--- config.mk ---
export PLATFORM = sky130hd
export DESIGN_NAME = writeback_arbiter
export DESIGN_NICKNAME = d
export VERILOG_FILES = /design/src/rtl/core_pkg.sv /design/src/rtl/wb_fifo.sv /design/src/rtl/writeback_arbiter.sv
export SDC_FILE = /design/constraint.sdc
export NUM_CORES = 1
export LEC_CHECK = 0
export CORE_MARGIN = 2
export CORE_UTILIZATION = 45
export CTS_CLUSTER_DIAMETER = 60
export DETAILED_ROUTE_END_ITERATION = 10
export PLACE_DENSITY = 0.67
export REMOVE_ABC_BUFFERS = 1
export SYNTH_ARGS = -nofsm -noshare
export SYNTH_HDL_FRONTEND = slang
export SYNTH_SLANG_ARGS = --single-unit
--- constraint.sdc ---
create_clock -name clk_i -period 5.65 [get_ports clk_i]
set_input_delay 0.565 -clock clk_i [delete_from_list [all_inputs] [get_ports clk_i]]
set_output_delay 0.565 -clock clk_i [all_outputs]
set_load 0.01 [all_outputs]
--- src/rtl/core_pkg.sv ---
// Shared widths and the write-request type used by the writeback path.
package core_pkg;

    localparam int unsigned XLEN       = 32;
    localparam int unsigned REG_ADDR_W = 5;

    typedef struct packed {
        logic [REG_ADDR_W-1:0] rd;
        logic [XLEN-1:0]       data;
    } wb_req_t;

endpackage

--- src/rtl/wb_fifo.sv ---
// DEPTH-entry FIFO of buffered producer-B writes; exposes per-entry rd/valid
// so the hazard query can see every buffered destination.
module wb_fifo
    import core_pkg::*;
#(
    parameter int unsigned DEPTH = 4
) (
    input  logic                        clk_i,
    input  logic                        reset_i,
    input  logic                        push_i,
    input  wb_req_t                     push_req_i,
    input  logic                        pop_i,
    output wb_req_t                     head_o,
    output logic                        full_o,
    output logic                        empty_o,
    output logic [DEPTH-1:0]            entry_valid_o,
    output logic [DEPTH*REG_ADDR_W-1:0] entry_rd_o
);

    localparam int unsigned PtrW = $clog2(DEPTH);
    localparam int unsigned CntW = $clog2(DEPTH + 1);

    wb_req_t          mem_q [DEPTH];
    logic [PtrW-1:0]  wr_ptr_q, wr_ptr_d;
    logic [PtrW-1:0]  rd_ptr_q, rd_ptr_d;
    logic [CntW-1:0]  count_q, count_d;
    logic [DEPTH-1:0] valid_q, valid_d;

    always_comb begin
        wr_ptr_d = push_i ? wr_ptr_q + PtrW'(1) : wr_ptr_q;
        rd_ptr_d = pop_i ? rd_ptr_q + PtrW'(1) : rd_ptr_q;
        count_d  = count_q;
        if (push_i && !pop_i) begin
            count_d = count_q + CntW'(1);
        end else if (!push_i && pop_i) begin
            count_d = count_q - CntW'(1);
        end
        // Push and pop never target the same slot: push is blocked when full.
        valid_d = valid_q;
        if (pop_i) begin
            valid_d[rd_ptr_q] = 1'b0;
        end
        if (push_i) begin
            valid_d[wr_ptr_q] = 1'b1;
        end
    end

    always_ff @(posedge clk_i or posedge reset_i) begin
        if (reset_i) begin
            wr_ptr_q <= '0;
            rd_ptr_q <= '0;
            count_q  <= '0;
            valid_q  <= '0;
        end else begin
            wr_ptr_q <= wr_ptr_d;
            rd_ptr_q <= rd_ptr_d;
            count_q  <= count_d;
            valid_q  <= valid_d;
        end
    end

    always_ff @(posedge clk_i) begin
        if (push_i) begin
            mem_q[wr_ptr_q] <= push_req_i;
        end
    end

    for (genvar i = 0; i < DEPTH; i++) begin : g_entry_rd
        assign entry_rd_o[i*REG_ADDR_W +: REG_ADDR_W] = mem_q[i].rd;
    end

    assign head_o        = mem_q[rd_ptr_q];
    assign full_o        = (count_q == CntW'(DEPTH));
    assign empty_o       = (count_q == '0);
    assign entry_valid_o = valid_q;

endmodule

--- src/rtl/writeback_arbiter.sv ---
// Arbitrates the register file write port between the in-order pipeline (A)
// and the buffered long-latency unit (B), with starvation-driven stall.
module writeback_arbiter
    import core_pkg::*;
#(
    parameter int unsigned DEPTH        = 4,
    parameter int unsigned STARVE_LIMIT = 8
) (
    input  logic                  clk_i,
    input  logic                  reset_i,
    input  logic                  a_valid_i,
    input  logic [REG_ADDR_W-1:0] a_rd_i,
    input  logic [XLEN-1:0]       a_data_i,
    input  logic                  b_valid_i,
    output logic                  b_ready_o,
    input  logic [REG_ADDR_W-1:0] b_rd_i,
    input  logic [XLEN-1:0]       b_data_i,
    output logic                  stall_o,
    input  logic [REG_ADDR_W-1:0] query_rd_i,
    output logic                  query_pending_o,
    output logic [REG_ADDR_W-1:0] write_register_o,
    output logic [XLEN-1:0]       write_back_data_o,
    output logic                  ctrl_write_back_o
);

    localparam int unsigned StarveW = $clog2(STARVE_LIMIT + 1);

    logic                        fifo_full, fifo_empty;
    logic                        push, pop, sel_a, hit;
    wb_req_t                     head, b_req;
    logic [DEPTH-1:0]            entry_valid;
    logic [DEPTH*REG_ADDR_W-1:0] entry_rd;
    logic [StarveW-1:0]          starve_q, starve_d;
    logic                        stall_q, stall_d;
    logic                        wb_en_q, wb_en_d;
    logic [REG_ADDR_W-1:0]       wb_rd_q, wb_rd_d;
    logic [XLEN-1:0]             wb_data_q, wb_data_d;

    assign b_req     = '{rd: b_rd_i, data: b_data_i};
    assign b_ready_o = !fifo_full;
    assign push      = b_valid_i && !fifo_full && (b_rd_i != '0);

    wb_fifo #(
        .DEPTH(DEPTH)
    ) u_fifo (
        .clk_i        (clk_i),
        .reset_i      (reset_i),
        .push_i       (push),
        .push_req_i   (b_req),
        .pop_i        (pop),
        .head_o       (head),
        .full_o       (fifo_full),
        .empty_o      (fifo_empty),
        .entry_valid_o(entry_valid),
        .entry_rd_o   (entry_rd)
    );

    always_comb begin
        // A is masked while stalled, so a non-empty FIFO always wins then.
        sel_a     = !stall_q && a_valid_i && (a_rd_i != '0);
        pop       = !fifo_empty && !sel_a;
        wb_en_d   = sel_a || pop;
        wb_rd_d   = wb_rd_q;
        wb_data_d = wb_data_q;
        if (pop) begin
            wb_rd_d   = head.rd;
            wb_data_d = head.data;
        end else if (sel_a) begin
            wb_rd_d   = a_rd_i;
            wb_data_d = a_data_i;
        end
        if (fifo_empty || pop) begin
            starve_d = '0;
        end else if (starve_q == StarveW'(STARVE_LIMIT)) begin
            starve_d = starve_q;
        end else begin
            starve_d = starve_q + StarveW'(1);
        end
        stall_d = (starve_d == StarveW'(STARVE_LIMIT));
    end

    always_ff @(posedge clk_i or posedge reset_i) begin
        if (reset_i) begin
            starve_q  <= '0;
            stall_q   <= 1'b0;
            wb_en_q   <= 1'b0;
            wb_rd_q   <= '0;
            wb_data_q <= '0;
        end else begin
            starve_q  <= starve_d;
            stall_q   <= stall_d;
            wb_en_q   <= wb_en_d;
            wb_rd_q   <= wb_rd_d;
            wb_data_q <= wb_data_d;
        end
    end

    always_comb begin
        hit = wb_en_q && (wb_rd_q == query_rd_i);
        for (int i = 0; i < DEPTH; i++) begin
            if (entry_valid[i] && (entry_rd[i*REG_ADDR_W +: REG_ADDR_W] == query_rd_i)) begin
                hit = 1'b1;
            end
        end
        query_pending_o = (query_rd_i != '0) && hit;
    end

    assign stall_o           = stall_q;
    assign write_register_o  = wb_rd_q;
    assign write_back_data_o = wb_data_q;
    assign ctrl_write_back_o = wb_en_q;

`ifndef SYNTHESIS
    a_during_stall: assert property (@(posedge clk_i) disable iff (reset_i)
        !(a_valid_i && stall_q))
        else $error("a_valid_i asserted while stall_o is high; A write dropped");
`endif

endmodule
==> reports/results.ini <==
[clock_network]
numCtsBuffers=21
root_buffer=clkbuf_16
cts_setup_buffers=0
cts.sinks=202
cts.clk_slew.worst_paths_ns=0.06
cts_max_level=1
clk_latency_ns=0.49
cts_resized=0
ctsHoldBuffers=0
cts_tree=built
cts_buffer_depth=3

[yosys]
synth_top_cell_area_share=0.538
synthCells=486
ys_types=30
netlist_area_um2=8260
ys_warn_count=0
synth.area.top_cells=edfxtp_1 (54%), dfrtp_1 (16%), mux4_2 (10%), mux2i_1 (4.4%), xor2_1 (2.4%)
yosysSeqAreaShare=0.702
synth_area_leader_cell=edfxtp_1
syn_area_per_cell_um2=17.0
ys_ff_latch=202

[setup_path]
worstPathArrival_ns=2.60
critPathLaunchType=input pin
crit_path_max_fanout=6
critPathCaptureType=output port
r2r_slack_ns=2.90
worstSetupPathType=input pin to output port
required_ns=5.09

[cells_and_area]
mostFrequentLayoutCells=edfxtp_1 (148), clkdlybuf4s50_1 (123), dfrtp_1 (52)
antenna_cells=0
area_growth_pct=25.3
stdcell_area_um2=10300
fin_nets=705
layout_commonest_cell=edfxtp_1
drive_gt1_frac=0.135
nFillCells=1366
fin_util=0.576

[global_route]
grt_pass1_wl_mm=26.6
gr-total-overflow=0
antenna_found_initial=0
grt_usage=0.176
grt_max_degree=79
grt_pass1_vias=4938

[drt]
drc=0
routed_wl_mm=16.5
antenna_left=0
dr_total_vias=4545
vias_per_cell=5.33
wl_per_cell_um=19.3
drt_iter0_drc=245
dr.pass1.iters=4

[die]
rows=49
die_y_um=139
coreArea_um2=18000
io_pins=124
initial_core_util=0.460
die-area_um2=19500
die_w_um=139

[run_status]
status=finished, final reports clean

[power]
ir_drop_mv=0.283
p_leak_nw=3.62
p_per_area_nw_per_um2=477

[placed_design]
dp_hpwl_mm=10.3
placed_cell_area_um2=9710
portBuffers=123
place_congestion=0.822

[run]
drv_cap=0

[worst_hold_path]
hp-class=register to register

[sta]
setup_violations=0
fmax_mhz=315
slew_violations=0
worst_slew_pin_slew_ns=1.04
final_hold_viol_count=0
worst_clock_skew_ns=0.0122
max_slew_margin=0.303
finalCritPeriodShare=0.561
min_period_ns=3.17
fin_tns_setup_ns=0
holdWs_ns=0.545
grt_setup_unrepaired=no

-- layer usage --
metal  wire length [um]  global-route usage
met1               7060               0.232
met2               8150               0.301
met3                960              0.0358
met4                301              0.0452
met5                  0                   0
-- cell families (layout without fill, tap and decap cells) --
kind of cell               after synthesis  count (layout)  share of synthesized area
and+or+nand+nor                         78              78                     0.0421
buffers and inverters                   36             174                     0.0195
AOI/OAI and AO/OA                       49              49                     0.0336
muxes                                   77              77                      0.150
adders and majority gates               12              12                     0.0191
DFF                                    202             202                      0.702
xor gates and xnor gates                32              32                     0.0339
-- worst paths after layout --
kind | start | end | depth (start not counted)
min reg2reg | u_fifo.count_q[2] | u_fifo.count_q[2] | 1
min in group asynchronous | reset_i | write_back_data_o[4] | 3
max | query_rd_i[4] | query_pending_o | 7
max reg2reg | u_fifo.count_q[0] | u_fifo.mem_q[0][22] | 5
min | u_fifo.count_q[2] | u_fifo.count_q[2] | 1
max in group asynchronous | reset_i | u_fifo.rd_ptr_q[1] | 3
-- final cells by class --
cell class / count / area [um^2] / share of cell area
Clock buffer: 31 / 583 / 0.0563
Clock inverter: 6 / 58.8 / 0.00568
Inverter: 9 / 33.8 / 0.00326
Multi-Input combinational cell: 248 / 2320 / 0.224
Sequential cell: 202 / 5800 / 0.560
Tap cell: 229 / 287 / 0.0277
Timing Repair Buffer: 128 / 1270 / 0.123
-- registers in the layout, summed over array words and instances (netlist names) --
| signal | flops |
|---|---|
| ctrl_write_back_o | 1 |
| u_fifo.wr_ptr_q | 2 |
| write_back_data_o | 32 |
| u_fifo.rd_ptr_q | 2 |
| u_fifo.mem_q | 148 |
| u_fifo.count_q | 3 |
| u_fifo.entry_valid_o | 4 |
| write_register_o | 5 |
| starve_q | 4 |
| stall_o | 1 |
-- report_power, final --
| group | switching [W] | total, W | internal [W] |
|---|---|---|---|
| logic | 0.000671 | 0.00145 | 0.000776 |
| registers | 0.000226 | 0.00221 | 0.00198 |
| clock network | 0.000523 | 0.00128 | 0.000760 |
-- stage by stage --
step / power (W) / instances / setup slack (ns)
after floorplan: 0.00314 / 459 / 0.519
after global placement: 0.00367 / 816 / 2.47
after detailed placement: 0.00372 / 816 / 2.36
after CTS: 0.00502 / 853 / 2.49
after global routing: 0.00522 / 853 / 2.33
final: 0.00494 / 853 / 2.48
-- cells in the mapped netlist, drive strengths merged --
master / number
edfxtp: 148
dfrtp: 54
nor2: 40
a21oi: 38
mux4: 37
mux2i: 36
xor2: 23
buf: 20
nand2: 12
ha: 11
inv: 9
xnor2: 9
clkbuf: 7
nand3: 7
a22o: 5
nor3: 5
nor4: 5
and2: 4
mux2: 4
o21ai: 3
nor3b: 2
or4: 2
a211oi: 1
fa: 1
nor2b: 1
o22a: 1
o31a: 1
-- worst max-delay path, cell delays in order --
cell and delay [ns]:
clkdlybuf4s50_1 0.57, xor2_1 0.23, nor4_1 0.32, nand3_1 0.14
nand3_1 0.09, o22a_1 0.15, clkdlybuf4s50_1 0.53
Power figures use the tool's default switching activity.
